[src/rtl/lsu_align_if.sv]
// lsu_align_if
//  Bundles the request, response and data-memory signals of the load/store
//  alignment unit so the unit and its environment connect through one port.
//
//  Request  : req_valid/req_ready handshake, req_we, req_size, req_unsigned,
//             req_addr (byte address), req_wdata (right-aligned store data)
//  Response : rsp_valid (one-cycle pulse), rsp_err, rsp_rdata (extended load data)
//  Memory   : mem_addr (word index), mem_wd, mem_we, mem_rd (combinational read data)
//
//  slave  : view taken by lsu_align
//  master : view taken by whatever issues requests and models the memory
interface lsu_align_if;

    logic        req_valid;
    logic        req_ready;
    logic        req_we;
    logic [1:0]  req_size;
    logic        req_unsigned;
    logic [31:0] req_addr;
    logic [31:0] req_wdata;

    logic        rsp_valid;
    logic        rsp_err;
    logic [31:0] rsp_rdata;

    logic [31:0] mem_addr;
    logic [31:0] mem_wd;
    logic        mem_we;
    logic [31:0] mem_rd;

    modport slave (
        input  req_valid, req_we, req_size, req_unsigned, req_addr, req_wdata, mem_rd,
        output req_ready, rsp_valid, rsp_err, rsp_rdata, mem_addr, mem_wd, mem_we
    );

    modport master (
        output req_valid, req_we, req_size, req_unsigned, req_addr, req_wdata, mem_rd,
        input  req_ready, rsp_valid, rsp_err, rsp_rdata, mem_addr, mem_wd, mem_we
    );

endinterface

[src/rtl/lsu_align.sv]
// lsu_align
//  Load/store alignment unit between execute and a word-wide data memory.
//  Takes byte-addressed byte/half/word loads and stores (aligned or not),
//  turns them into one or two word accesses, does read-modify-write for
//  partial-word stores and sign/zero-extends load results.
//
//  Ports
//   clk     : clock, all state on the rising edge
//   rst     : asynchronous active-high reset, aborts any request in flight
//   lsu_if  : lsu_align_if.slave carrying request, response and memory signals
//
//  Parameters
//   MEM_WORDS : number of words in data memory; larger word indices are errors
module lsu_align #(
    parameter int unsigned MEM_WORDS = 4096
) (
    input  logic       clk,
    input  logic       rst,
    lsu_align_if.slave lsu_if
);

    typedef enum logic [1:0] {
        IDLE = 2'd0,
        ACC0 = 2'd1,
        ACC1 = 2'd2
    } state_e;

    state_e      state_q, state_d;

    logic        accept;
    logic [1:0]  reqOff;
    logic [2:0]  reqBytes;
    logic [31:0] reqWord;
    logic        reqSplit;
    logic        reqErr;

    logic        we_q;
    logic        uns_q;
    logic        err_q;
    logic        split_q;
    logic [1:0]  off_q;
    logic [2:0]  bytes_q;
    logic [31:0] wordIdx_q;
    logic [31:0] wdata_q;
    logic [31:0] gather_q, gather_d;

    logic [3:0]  phaseBase;
    logic [3:0]  lanePos;
    logic [3:0]  laneRel;

    logic        lastPhase;
    logic [31:0] loadData;

    logic        rspValid_q;
    logic        rspErr_q;
    logic [31:0] rspRdata_q;

    // Decode the incoming request. The word index is kept at 32 bits so that
    // the "next word" check below cannot wrap around to a small legal index.
    always_comb begin
        accept   = (state_q == IDLE) && lsu_if.req_valid;
        reqOff   = lsu_if.req_addr[1:0];
        case (lsu_if.req_size)
            2'b00:   reqBytes = 3'd1;
            2'b01:   reqBytes = 3'd2;
            default: reqBytes = 3'd4;
        endcase
        reqWord  = {2'b00, lsu_if.req_addr[31:2]};
        reqSplit = ({2'b00, reqOff} + {1'b0, reqBytes}) > 4'd4;
        reqErr   = (lsu_if.req_size == 2'b11)
                || (reqWord >= MEM_WORDS)
                || (reqSplit && ((reqWord + 32'd1) >= MEM_WORDS));
    end

    // State register.
    always_ff @(posedge clk or posedge rst) begin
        if (rst) begin
            state_q <= IDLE;
        end else begin
            state_q <= state_d;
        end
    end

    // Next-state logic. Error requests never go to the second phase because
    // split_q is cleared for them at accept time.
    always_comb begin
        state_d = state_q;
        case (state_q)
            IDLE:    state_d = lsu_if.req_valid ? ACC0 : IDLE;
            ACC0:    state_d = split_q ? ACC1 : IDLE;
            ACC1:    state_d = IDLE;
            default: state_d = IDLE;
        endcase
    end

    // Output logic. In each access phase every lane is classified by its byte
    // position across the two-word window (phaseBase + lane); a lane whose
    // position falls in [off, off+bytes) belongs to this request, and its
    // offset from off is the byte number within the request data. Targeted
    // lanes take store data and feed the load gather; untargeted lanes echo
    // mem_rd so a store always writes back a full, merged word.
    always_comb begin
        lsu_if.req_ready = (state_q == IDLE);
        lsu_if.rsp_valid = rspValid_q;
        lsu_if.rsp_err   = rspErr_q;
        lsu_if.rsp_rdata = rspRdata_q;
        lsu_if.mem_addr  = 32'd0;
        lsu_if.mem_wd    = 32'd0;
        lsu_if.mem_we    = 1'b0;
        gather_d         = gather_q;
        phaseBase        = 4'd0;
        lanePos          = 4'd0;
        laneRel          = 4'd0;
        if (state_q != IDLE) begin
            phaseBase       = (state_q == ACC1) ? 4'd4 : 4'd0;
            lsu_if.mem_addr = (state_q == ACC1) ? (wordIdx_q + 32'd1) : wordIdx_q;
            lsu_if.mem_we   = we_q && !err_q;
            lsu_if.mem_wd   = lsu_if.mem_rd;
            for (int lane = 0; lane < 4; lane++) begin
                lanePos = 4'(lane) + phaseBase;
                laneRel = lanePos - {2'b00, off_q};
                if ((lanePos >= {2'b00, off_q}) && (laneRel < {1'b0, bytes_q})) begin
                    lsu_if.mem_wd[8*lane +: 8]      = wdata_q[8*laneRel[1:0] +: 8];
                    gather_d[8*laneRel[1:0] +: 8]   = lsu_if.mem_rd[8*lane +: 8];
                end
            end
        end
    end

    // Extend the gathered load bytes, including those captured in the current
    // phase, so the final result is ready to register at the last phase.
    always_comb begin
        lastPhase = (state_q == ACC1) || ((state_q == ACC0) && !split_q);
        case (bytes_q)
            3'd1:    loadData = uns_q ? {24'd0, gather_d[7:0]}
                                      : {{24{gather_d[7]}}, gather_d[7:0]};
            3'd2:    loadData = uns_q ? {16'd0, gather_d[15:0]}
                                      : {{16{gather_d[15]}}, gather_d[15:0]};
            default: loadData = gather_d;
        endcase
    end

    // Request capture and gather accumulation. The gather register is cleared
    // on every accept so bytes from an earlier load never leak into a result.
    always_ff @(posedge clk or posedge rst) begin
        if (rst) begin
            we_q      <= 1'b0;
            uns_q     <= 1'b0;
            err_q     <= 1'b0;
            split_q   <= 1'b0;
            off_q     <= 2'd0;
            bytes_q   <= 3'd0;
            wordIdx_q <= 32'd0;
            wdata_q   <= 32'd0;
            gather_q  <= 32'd0;
        end else if (accept) begin
            we_q      <= lsu_if.req_we;
            uns_q     <= lsu_if.req_unsigned;
            err_q     <= reqErr;
            split_q   <= reqSplit && !reqErr;
            off_q     <= reqOff;
            bytes_q   <= reqBytes;
            wordIdx_q <= reqWord;
            wdata_q   <= lsu_if.req_wdata;
            gather_q  <= 32'd0;
        end else begin
            gather_q  <= gather_d;
        end
    end

    // Registered response: a one-cycle pulse in the first idle cycle after
    // the last access phase. Read data holds until the next response and is
    // forced to zero for stores and errors.
    always_ff @(posedge clk or posedge rst) begin
        if (rst) begin
            rspValid_q <= 1'b0;
            rspErr_q   <= 1'b0;
            rspRdata_q <= 32'd0;
        end else begin
            rspValid_q <= lastPhase;
            rspErr_q   <= lastPhase && err_q;
            if (lastPhase) begin
                rspRdata_q <= (we_q || err_q) ? 32'd0 : loadData;
            end
        end
    end

endmodule

[src/flat_wrapper.sv]
// flat-port wrapper written by rule: the top's interface ports become plain ports
module lsu_align_flat 
#(
    parameter int unsigned MEM_WORDS = 4096
)
  (clk, rst, lsu_if_req_valid, lsu_if_req_we, lsu_if_req_size, lsu_if_req_unsigned, lsu_if_req_addr, lsu_if_req_wdata, lsu_if_mem_rd, lsu_if_req_ready, lsu_if_rsp_valid, lsu_if_rsp_err, lsu_if_rsp_rdata, lsu_if_mem_addr, lsu_if_mem_wd, lsu_if_mem_we);
  lsu_align_if lsu_if_i ();
  input  logic clk;
  input  logic rst;
  input wire logic [$bits(lsu_if_i.req_valid)-1:0] lsu_if_req_valid;
  input wire logic [$bits(lsu_if_i.req_we)-1:0] lsu_if_req_we;
  input wire logic [$bits(lsu_if_i.req_size)-1:0] lsu_if_req_size;
  input wire logic [$bits(lsu_if_i.req_unsigned)-1:0] lsu_if_req_unsigned;
  input wire logic [$bits(lsu_if_i.req_addr)-1:0] lsu_if_req_addr;
  input wire logic [$bits(lsu_if_i.req_wdata)-1:0] lsu_if_req_wdata;
  input wire logic [$bits(lsu_if_i.mem_rd)-1:0] lsu_if_mem_rd;
  output wire logic [$bits(lsu_if_i.req_ready)-1:0] lsu_if_req_ready;
  output wire logic [$bits(lsu_if_i.rsp_valid)-1:0] lsu_if_rsp_valid;
  output wire logic [$bits(lsu_if_i.rsp_err)-1:0] lsu_if_rsp_err;
  output wire logic [$bits(lsu_if_i.rsp_rdata)-1:0] lsu_if_rsp_rdata;
  output wire logic [$bits(lsu_if_i.mem_addr)-1:0] lsu_if_mem_addr;
  output wire logic [$bits(lsu_if_i.mem_wd)-1:0] lsu_if_mem_wd;
  output wire logic [$bits(lsu_if_i.mem_we)-1:0] lsu_if_mem_we;
  assign lsu_if_i.req_valid = lsu_if_req_valid;
  assign lsu_if_i.req_we = lsu_if_req_we;
  assign lsu_if_i.req_size = lsu_if_req_size;
  assign lsu_if_i.req_unsigned = lsu_if_req_unsigned;
  assign lsu_if_i.req_addr = lsu_if_req_addr;
  assign lsu_if_i.req_wdata = lsu_if_req_wdata;
  assign lsu_if_i.mem_rd = lsu_if_mem_rd;
  assign lsu_if_req_ready = lsu_if_i.req_ready;
  assign lsu_if_rsp_valid = lsu_if_i.rsp_valid;
  assign lsu_if_rsp_err = lsu_if_i.rsp_err;
  assign lsu_if_rsp_rdata = lsu_if_i.rsp_rdata;
  assign lsu_if_mem_addr = lsu_if_i.mem_addr;
  assign lsu_if_mem_wd = lsu_if_i.mem_wd;
  assign lsu_if_mem_we = lsu_if_i.mem_we;
  lsu_align #(.MEM_WORDS(MEM_WORDS)) u_core (.clk(clk), .rst(rst), .lsu_if(lsu_if_i));
endmodule
[config.mk]
export PLATFORM = sky130hd
export DESIGN_NAME = lsu_align_flat
export DESIGN_NICKNAME = d
export VERILOG_FILES = /design/src/rtl/lsu_align_if.sv /design/src/rtl/lsu_align.sv /design/src/flat_wrapper.sv
export SDC_FILE = /design/constraint.sdc
export NUM_CORES = 1
export LEC_CHECK = 0
export ABC_AREA = 1
export CAP_MARGIN = 10
export CORE_ASPECT_RATIO = 1.1
export CORE_MARGIN = 4
export CORE_UTILIZATION = 45
export DETAILED_ROUTE_END_ITERATION = 8
export PLACE_DENSITY = 0.7
export SETUP_SLACK_MARGIN = 0.5
export SLEW_MARGIN = 20
export SYNTH_ARGS = -nofsm -noshare
export SYNTH_HDL_FRONTEND = slang
export SYNTH_SLANG_ARGS = --single-unit
[constraint.sdc]
create_clock -name clk -period 13 [get_ports clk]
set_clock_uncertainty 0.2 [all_clocks]
set_input_delay 1.95 -clock clk [delete_from_list [all_inputs] [get_ports clk]]
set_output_delay 1.95 -clock clk [all_outputs]
set_load 0.02 [all_outputs]
==> run summary, run 1 <==
The flow ran to the end, and the final reports show no timing, DRC or antenna violations. The HPWL after detailed placement came out at 32.57 mm. The total setup violations reported at the end of the flow is 0. The number of H-tree branching levels is 4. The area growth from synthesis to final layout came out at 23.88%. Entering global routing, the biggest net connects 85 pins.

The first detailed-routing pass took 7 iterations. The total I/O pin count is 203. The most frequently used cell type in the post-synthesis netlist is nand2_1. The clock period minus worst slack is 7.717 ns.

The number of buffers inserted during clock tree synthesis came out at 17. The post-synthesis register bit count came out at 139. Sorting the synthesized cells by how often they occur yields nand2_1, inv_1, nor2_1, dfrtp_1, o21ai_0. The post-synthesis instance total came out at 1,820. The post-synthesis cell area came out at 0.01123 sq mm. The average cell area after synthesis came out at 6.171 sq um. By area the synthesized netlist is led by dfrtp_1, nand2_1, inv_1, nor2_1, o21ai_0. The number of violations of the max-capacitance limit is 0. The clock network latency to the later pin of the worst-skew pair is 0.43 ns. Together, buffers and inverters on the worst path number 3. The register area share after synthesis is 0.3097. The prevailing post-synth register cell is dfrtp_1. The number of hold buffers added after CTS was 0.

Headroom to the max-slew limit came out at 0.3266. The total leakage power came out at 6.938 nW. The final net count is 2,097. The count of antenna-violating nets left after detailed routing came out at 0.

At the end of the flow the core is filled with cells to 0.5668. The highest achievable clock rate came out at 0.1296 GHz. The width of the chip came out at 158.6 um. For the worst setup path, the data arrival time is 5.57 ns. The setup slack at placement is 5.992 ns. Routability-driven placement finished with a final weighted congestion of 1.056. The count of filler cells inserted in the layout is 2,491. The class of the tightest hold or removal check is reg2reg. The ratio of cells with drive above 1 in the final layout is 0.04186. The CTS clock-pin slew for the worst setup and hold paths came out at 0.07 ns.

The detailed-route DRC error count came out at 0. The count of input and output buffers is 201. The category of the worst setup path launch point is a register. After floorplanning, the core was divided into 60 placement rows. Summed over all instances, the cell type with the most area after synthesis is dfrtp_1. Of the post-synthesis cell area, the dominant cell type holds 0.3097. In the final routed layout, each cell accounts on average for 18.66 um. The finished layout holds 2,296 standard cells, fillers aside. The overflow left after global routing is 0. Once placement finished, the instance area stood at 0.01334 sq mm.

Summing over every cut layer, the via total after detailed routing is 12,530. The number of buffers added for setup after CTS is 0. The count of distinct cell types in the synthesized netlist came out at 45. The maximum cell stage delay along the critical path came out at 1.04 ns. The wire length reported by the detailed router came out at 42.84 mm. The clock tree from TritonCTS is yes. Synthesis produced a netlist with a net count of 1,947.

The initial antenna violation count was 3. The first global-routing pass estimated 66.83 mm of wire. Across the VDD grid, the largest voltage drop is 0.06876 mV. Along the worst path, the maximum fanout reaches 24.

The worst-case setup margin in the final layout came out at 5.283 ns. Walking the worst path, the cells encountered are clkinv_1 > ha_1 > ha_1 > o21ai_1 > nand2_1 > nand2_1 > nand2_2 > inv_1 > o21ai_0 > nor2_1 > clkdlybuf4s50_1. Overall power consumption after layout is estimated at 1.691 mW. The number of warnings issued by yosys is 0. Setup repair after global routing left no endpoint under its margin. The ratio of total power to cell area is 121.5 mW/mm^2. The y dimension of the die came out at 173.7 um. The slowest stage of the critical path is the ha_1 cell. The synthesized design contains 0 enable-type register cells. The tree is rooted in a clkbuf_16. The combined global-route utilization of all metal layers is 0.3090. The number of sinks on the clock net is 139. The area of the core came out at 0.02455 sq mm. The area of the die came out at 0.02755 sq mm. No sink is reached through more buffers than the 2 on the longest clock path. The cell area after layout came out at 0.01391 sq mm. The number of global-route vias before repair came out at 12,180. The DRC violation total after the first TritonRoute iteration is 1,078. The total negative slack came out at 0 ns. STA classifies the critical path endpoint as an output port. The required arrival time at the worst endpoint is 10.85 ns. The hold violation count in the final report is 0. After detailed placement, the design holds a cell count of 2,261.

The final max-slew violation count came to 0. The final-layout worst hold slack is 0.2768 ns. The worst setup path is of the reg2out kind. For this configuration, the core starts out at a cell density of 0.4575. The kind of cell adding the most delay to the critical path is buffers and inverters.

For the pin with the worst max-slew slack, the measured transition is 1.009 ns. The number of instances resized during post-cts repair is 0. The number of vias per cell after detailed routing is 5.456. The portion of the clock cycle consumed by the worst path in the final layout came out at 0.5936. Counting flops with an async set or reset pin after synthesis yields a share of 1.000.
## tightest hold or removal path, stage by stage (launching register included)
cell	delay (ns)
dfrtp_1	0.34
nand2_1	0.05
nand2_1	0.05
## cell usage in the layout, fill, tap and decap left out, types with 3 or more instances in the layout
master and n:
nand2_1 696, clkdlybuf4s50_1 201, inv_1 186, nor2_1 176
dfrtp_1 138, o21ai_0 120, nand3_1 118, a21oi_1 80
mux2i_1 32, o21ai_1 26, nor3_1 23, ha_1 23
a211oi_1 20, nand4_1 17, clkbuf_16 17, xor2_1 15
nand2_2 8, inv_2 8, nor4_1 7, inv_6 6
buf_4 6, clkinv_1 5, nand2_4 4, xnor2_1 4
diode_2 3, nor2_4 3, a21oi_4 3, nand3_4 3
nand3_2 3, nor3_2 3, nor3b_2 3, clkinv_4 3
## cells by family (layout without fill, tap and decap cells)
logic type / after synthesis / count (layout) / share of synthesized area
simple gates: 1073 / 1073 / 0.3981
buf+inv: 277 / 440 / 0.09881
compound gates: 255 / 255 / 0.1223
flops: 139 / 139 / 0.3097
mux: 32 / 32 / 0.02852
fa+ha+maj: 24 / 24 / 0.02740
xor+xnor: 19 / 19 / 0.01482
other cells: 1 / 4 / 0.0003339
## final cells by class
cell class              instances  area (sq um)  share of cell area
clock inverters                14         128.9            0.009262
well taps                     310         387.9             0.02788
diodes                          3         7.507           0.0005395
multi-input cells            1404          6654              0.4782
repair buffers                207          2057              0.1478
flip-flops and latches        139          3480              0.2501
inverters                     201         760.7             0.05467
clock buffers                  18         439.2             0.03156
## worst paths after layout
path                                                               from                                 endpoint  slack [ns]  depth (start not counted)
worst max-delay path                        u_core.off_q[1]$_DFFE_PP0P_                         lsu_if_mem_wd[5]        5.28                         11
worst min-delay path            u_core.lsu_if.rsp_rdata[22]$_DFFE_PP0N_  u_core.lsu_if.rsp_rdata[22]$_DFFE_PP0N_        0.28                          2
worst max register to register              u_core.off_q[1]$_DFFE_PP0P_   u_core.lsu_if.rsp_rdata[3]$_DFFE_PP0N_        7.29                         17
worst min register to register  u_core.lsu_if.rsp_rdata[22]$_DFFE_PP0N_  u_core.lsu_if.rsp_rdata[22]$_DFFE_PP0N_        0.28                          2
max in group asynchronous                                           rst              u_core.off_q[0]$_DFFE_PP0P_        9.47                          3
min in group asynchronous                                           rst   u_core.lsu_if.rsp_rdata[2]$_DFFE_PP0N_        1.84                          2
## routing by layer
metal,GRT usage,up-vias,wire length [um]
li1,-,6085,-
met1,0.3904,5816,17770
met2,0.5081,509,20170
met5,0,-,0
met4,0.1568,0,2397
met3,0.04544,118,2506
## registers in the layout, indices dropped and copies added (netlist names), 2 cells and up
| name | cells |
|---|---|
| u_core.wdata_q | 32 |
| u_core.gather_q | 32 |
| u_core.lsu_if.rsp_rdata | 32 |
| u_core.state_q | 2 |
| u_core.bytes_q | 3 |
| u_core.off_q | 2 |
| u_core.wordIdx_q | 30 |
## where the power goes
group          internal, mW  switching [mW]
registers             0.487          0.0450
logic                 0.229           0.439
clock network         0.257           0.233
No activity file was read; power rests on OpenSTA's default activity.
==> inputs of run 2 (changes only) <==
- clock period: 13 -> 7.4 ns (I/O delays scaled with it)
==> run summary, run 2 (synthesis gave the netlist of run 1 again) <==
After clock tree synthesis, the clock-pin slew on the worst setup and hold paths is 0.07 ns. In this run the deepest clock path goes through 2 buffers. The overflow left after global routing is 0. STA puts the critical path data required time at 6.09 ns. The number of H-tree branching levels came out at 4. The number of buffers and inverters on the critical path came out at 3. The width of the chip is 158.6 um. The instance count after placement with tap cells included is 2,262. Setup repair after global routing left no endpoint under its margin.

The number of vias per cell after detailed routing came out at 5.396. Setup violations remaining at the end of the flow were counted as 0. The floorplan step set the die height to 173.7 um. The area growth from synthesis to final layout came out at 24.23%. The highest achievable clock rate is 0.1646 GHz. The slowest stage of the critical path belongs to the cell dfrtp_1. The clock network latency to the later pin of the worst-skew pair came out at 0.43 ns.

Walking the worst path, the cells encountered are clkinv_1 > ha_1 > ha_1 > o21ai_1 > nand2_1 > nand2_1 > nand2_2 > inv_1 > o21ai_0 > nor2_1 > clkdlybuf4s50_1. The final max-slew violation count came out at 0. The region available for standard cell placement spans 0.02455 sq mm.

STA classifies the critical path endpoint as an output port. The total I/O pin count came out at 203. The transition time of the tightest slew-check pin is 1.000 ns. The die covers 0.02755 sq mm.

The tree is rooted in a clkbuf_16. After detailed routing, the average wire length per cell comes to 18.32 um. The maximum cell stage delay along the critical path is 0.85 ns. The arrival time reported for the critical path endpoint came out at 4.76 ns. The number of non-filler instances in the completed layout came out at 2,297. The share of total power dissipated in combinational logic is 0.393.

VDD sags by at most 0.1549 mV. The count of antenna-violating nets left after detailed routing is 0. The ratio of cells with drive above 1 in the final layout is 0.04232. TritonCTS built the clock tree. The worst slew margin relative to its limit came out at 0.3325.

Grouping stages by cell kind, the critical path spends the most delay in adder cells. The ratio of total power to cell area came out at 212.4 mW/mm^2. The number of violations of the max-capacitance limit is 0. The hold-fix buffer count after cts came out at 0. The total leakage power is 6.958 nW.

The run finished with clean final reports. The initial antenna violation count is 2. The initial utilization of the core area, before any placement, comes to 0.4575. The power dissipated by switching net loads is 1.222 mW. The setup path with the least slack is of type reg2out.

The pin count of the biggest net entering global routing is 85. The DRC violation total after the first TritonRoute iteration came out at 955. Summed over all nets, the half-perimeter wirelength after detailed placement is 32.45 mm.

The clock network power share is 0.292. The floorplan has 60 rows. The wire length of the first global-routing pass came out at 65.97 mm.

In the routed design, unresolved DRC markers number 0. The share of total power in sequential cells came out at 0.316. The final net count came out at 2,099. In the finished design, the share of the clock period the worst path needs comes to 0.8208. The combined global-route utilization of all metal layers is 0.3075. The number of vias in the routed layout is 12,390. The total negative slack came out at 0 ns. CTS saw 139 sinks. The library cells used most frequently in the layout, excluding fill and tap cells, are nand2_1, clkdlybuf4s50_1, inv_1. The number of global-route vias before repair is 12,020. Leaving out fill and tap cells, the most frequent cell in the layout is nand2_1.

The wire length reported by the detailed router is 42.08 mm. During placement, the flow inserted port buffers numbering 201. Routability-driven placement finished with a final weighted congestion of 1.032.

The number of buffers inserted during clock tree synthesis is 17. The class of the tightest hold or removal check is reg2reg. The highest fanout seen on the critical path is 24.

The number of buffers added for setup after CTS is 0. The clock period minus worst slack came out at 6.074 ns. The hold violation count in the final report was 0. Gates resized during post-CTS repair numbered 0. The number of detailed-routing iterations run before antenna repair is 6. The switching share of power is 0.4124. The internal portion of the total power is 1.742 mW. The worst setup path is launched from a register.
## run 2: changes by cell type in the layout (fill, tap and decap cells not counted), sizes merged
cell / before / now
buf: 6 / 8
bufinv: 0 / 1
clkbuf: 18 / 19
clkinv: 11 / 10
diode: 3 / 2
inv: 202 / 201
## run 2: final timing paths
check                                                     endpoint                                     from  cells past startpoint  slack, ns
setup / recovery                                  lsu_if_mem_wd[7]              u_core.off_q[1]$_DFFE_PP0P_                     11       1.33
hold / removal             u_core.lsu_if.rsp_rdata[30]$_DFFE_PP0N_  u_core.lsu_if.rsp_rdata[30]$_DFFE_PP0N_                      2       0.28
setup reg to reg            u_core.lsu_if.rsp_rdata[3]$_DFFE_PP0N_              u_core.off_q[1]$_DFFE_PP0P_                     17       2.59
hold reg to reg            u_core.lsu_if.rsp_rdata[30]$_DFFE_PP0N_  u_core.lsu_if.rsp_rdata[30]$_DFFE_PP0N_                      2       0.28
max in group asynchronous           u_core.wdata_q[13]$_DFFE_PP0P_                                      rst                      4       4.94
min in group asynchronous         u_core.wordIdx_q[28]$_DFFE_PP0P_                                      rst                      2       0.93
## run 2: cell type report
type / count / area (sq um)
flip-flops and latches: 139 / 3480
multi-input cells: 1404 / 6654
clock buffers: 19 / 442.9
fillers: 2510 / 10600
well taps: 310 / 387.9
inverters: 201 / 760.7
repair buffers: 209 / 2092
diodes: 2 / 5.005
clock inverters: 13 / 131.4
## run 2: power by group through the flow
| stage | clock network [mW] | registers (mW) | logic (mW) |
|---|---|---|---|
| final | 0.864 | 0.936 | 1.16 |
| after global routing | 0.919 | 0.947 | 1.29 |
| after CTS | 0.876 | 0.934 | 1.15 |
| after detailed placement | 0 | 0.946 | 1.15 |
| after floorplan | 0 | 0.950 | 0.746 |
| after global placement | 0 | 0.945 | 1.14 |
## run 2: stage by stage
step           worst slack, ns  cell area (sq um)  utilization  power, mW  hold WS (ns)
2_1_floorplan            2.365              11230            -      1.696        0.2491
3_3_place_gp             2.012              13350       0.5437      2.089        0.2628
3_5_place_dp             1.875              13350       0.5437      2.097        0.2642
4_1_cts                  1.406              13920       0.5671      2.964        0.2812
5_1_grt                 0.9850              13950       0.5684      3.158        0.2872
6_report                 1.326              13950       0.5684      2.964        0.2772
## run 2: worst reg2reg max path, stage by stage (launching register included)
cell	delay [ns]
dfrtp_1	0.85
clkinv_1	0.22
ha_1	0.84
ha_1	0.37
o21ai_1	0.07
nand2_1	0.07
nand2_1	0.36
nand2_2	0.38
inv_1	0.30
nand2_1	0.28
nand2_1	0.16
nand3_1	0.08
nand3_1	0.08
nand2_1	0.06
nand3_1	0.13
nand2_1	0.09
nand2_1	0.08
nand2_1	0.07
## run 2: routing by layer
metal | wire, um | GRT usage | vias up
li1 | - | - | 6092
met1 | 17320 | 0.3916 | 5736
met2 | 20550 | 0.5178 | 466
met3 | 2191 | 0.03970 | 100
met4 | 2017 | 0.1322 | 0
met5 | 0 | 0 | -
==> inputs of run 3 (changes only) <==
- PLACE_DENSITY: 0.7 -> 0.73
- clock period: 7.4 -> 4.9 ns (I/O delays scaled with it)
==> run summary, run 3 (synthesis gave the netlist of run 1 again) <==
Measured on the finished design, the core utilization comes to 0.5754. For this block, the initial DRC count from the detailed router was 1,414. The number of buffers on the longest clock path is 2.

The setup slack at placement came out at 0.7911 ns. The number of non-filler instances in the completed layout came out at 2,304. Walking the worst path, the cells encountered are clkinv_1 > buf_4 > ha_1 > a21o_1 > a21oi_4 > inv_1 > a211oi_1 > clkdlybuf4s50_1. Adding up every negative setup slack in the final design gives 0 ns. The number of core rows is 60. The number of buffers added for setup after CTS came out at 0. The flow ran to the end, and the final reports show no timing, DRC or antenna violations. After detailed routing, the total wire length is 42.08 mm. The H-tree was split into 4 levels. The peak ir drop on the vdd network is 0.1398 mV.

Across all setup checks in the final design, the least slack found is 0.6173 ns. The later pin in the worst-skew pair is clocked with a latency of 0.43 ns. The HPWL after detailed placement came out at 32.33 mm. The area growth from synthesis to final layout is 25.77%.

The number of global-route vias before repair came out at 11,820. The combined global-route utilization of all metal layers is 0.3028. TritonCTS built the clock tree. The count of antenna-violating nets left after detailed routing is 0. Leaving out fill and tap cells, the most frequent cell in the layout is nand2_1. The number of vias in the routed layout came out at 12,430. The initial antenna violation count came to 0. The cell depth of the worst flop-to-flop path is 20. The overflow left after global routing came out at 0. The pin count of the biggest net entering global routing is 83. The kind of critical path is reg2out.

The ratio of total power to cell area is 324.6 mW/mm^2. The final routed wire length divided by cell count is 18.26 um. The min-delay analysis places its worst path in the category reg2reg. After floorplanning, the core was sized to cover 0.02455 sq mm. The final max-slew violation count came to 0.

The number of vias per cell after detailed routing is 5.394. Buffers placed on the I/O ports in this run total 201. The number of buffers inserted during clock tree synthesis came out at 17.

The total setup violations reported at the end of the flow came out at 0. The worst setup path is captured at an output port. The y dimension of the die is 173.7 um. The highest achievable clock rate is 0.2335 GHz.

The number of cells on the worst hold path came out at 2. The detailed-route DRC error count came out at 0. Setup repair after global routing could not meet its margin everywhere. In this design, the stage delay of the slowest critical-path cell is 0.67 ns. The ratio of cells with drive above 1 in the final layout came out at 0.04714.

The hold violation count in the final report was 0. STA classifies the critical path startpoint as a register. After the last flow step, the layout net total stands at 2,108. The area of the die came out at 0.02755 sq mm.

The root buffer cell is clkbuf_16. Clock tree synthesis found a total of 139 sinks. Clock-pin slew was measured on the worst setup and hold paths at 0.06 ns. For this configuration, the core starts out at a cell density of 0.4575.

203 I/O pins were placed. Data on the critical path arrives at its endpoint at 3.35 ns. The slowest stage of the critical path is the clkdlybuf4s50_1 cell. The global placement routability congestion is 1.051. Headroom to the max-slew limit came out at 0.3381. The clock period minus worst slack is 4.283 ns. The transition time of the tightest slew-check pin came out at 0.9868 ns. Summed over all cells, the static leakage comes to 7.228 nW. The required arrival time at the worst endpoint came out at 3.96 ns. The antenna diode count is 0. Dividing the final minimum period by the clock period gives 0.8740. The library cells used most frequently in the layout, excluding fill and tap cells, are nand2_1, inv_1, clkdlybuf4s50_1. The tool flagged a number of max-cap violations equal to 0. The first global-routing pass estimated 65.40 mm of wire. Along the worst path, the maximum fanout reaches 19. The width of the chip is 158.6 um. The hold-fix buffer count after cts came out at 0. The instance count after placement with tap cells included is 2,271.

The first detailed-routing pass took 5 iterations.
-- run 3: cell count changes in the layout (fill, tap and decap cells not counted), moves of 3 or more --
cell / change
clkdlybuf4s50_1: -19
buf_12: +3
buf_4: +6
inv_6: -5
dlygate4sd2_1: +7
clkinvlp_4: +3
dlymetal6s2s_1: +11
-- run 3: critical path, delay by kind of cell, from the launching register on --
family,cells,cell delay (ns)
DFF,1,0.35
buffers and inverters,4,1.32
adders and majority gates,1,0.31
AOI/OAI and AO/OA,3,0.94
-- run 3: through the flow --
stage | hold slack (ns) | power (mW) | cell area (sq um)
3_3_place_gp | 0.2614 | 3.169 | 13440
2_1_floorplan | 0.2491 | 2.561 | 11240
4_1_cts | 0.2820 | 4.573 | 14050
5_1_grt | 0.3010 | 4.861 | 14130
6_report | 0.2749 | 4.586 | 14130
3_5_place_dp | 0.2641 | 3.188 | 13440
-- run 3: area by class of cell --
| type | count | area, sq um |
|---|---|---|
| Tap cell | 310 | 387.9 |
| Timing Repair Buffer | 218 | 2200 |
| Clock buffer | 20 | 446.7 |
| Clock inverter | 12 | 163.9 |
| Inverter | 201 | 765.7 |
| Multi-Input combinational cell | 1404 | 6683 |
| Sequential cell | 139 | 3480 |
| Fill cell | 2461 | 10420 |
-- run 3: path summary, 6_finish.rpt --
path | startpoint | endpoint | slack (ns)
max | u_core.off_q[1]$_DFFE_PP0P_ | lsu_if_mem_wd[31] | 0.62
min | u_core.lsu_if.rsp_rdata[31]$_DFFE_PP0N_ | u_core.lsu_if.rsp_rdata[31]$_DFFE_PP0N_ | 0.27
max reg2reg | u_core.state_q[0]$_DFF_PP0_ | u_core.lsu_if.rsp_rdata[5]$_DFFE_PP0N_ | 1.31
min reg2reg | u_core.lsu_if.rsp_rdata[31]$_DFFE_PP0N_ | u_core.lsu_if.rsp_rdata[31]$_DFFE_PP0N_ | 0.27
max in group asynchronous | rst | u_core.off_q[0]$_DFFE_PP0P_ | 3.45
min in group asynchronous | rst | u_core.wdata_q[11]$_DFFE_PP0P_ | 0.42
-- run 3: repair_timing --
| action | 4_1_cts | 5_1_grt |
|---|---|---|
| gates resized for setup | 11 | 18 |
| setup endpoints to repair | 16 | 25 |
| cloned | 0 | 0 |
-- run 3: power breakdown --
part | total (mW) | switching, mW | internal [mW]
clock network | 1.38 | 0.561 | 0.822
logic | 1.79 | 1.17 | 0.623
registers | 1.41 | 0.119 | 1.29
-- run 3: routing by layer --
metal | vias up | track usage | routed length, um
li1 | 6103 | - | -
met2 | 531 | 0.4903 | 19640
met4 | 0 | 0.1322 | 2066
met5 | - | 0 | 0
met1 | 5692 | 0.4051 | 17440
met3 | 101 | 0.03471 | 2926
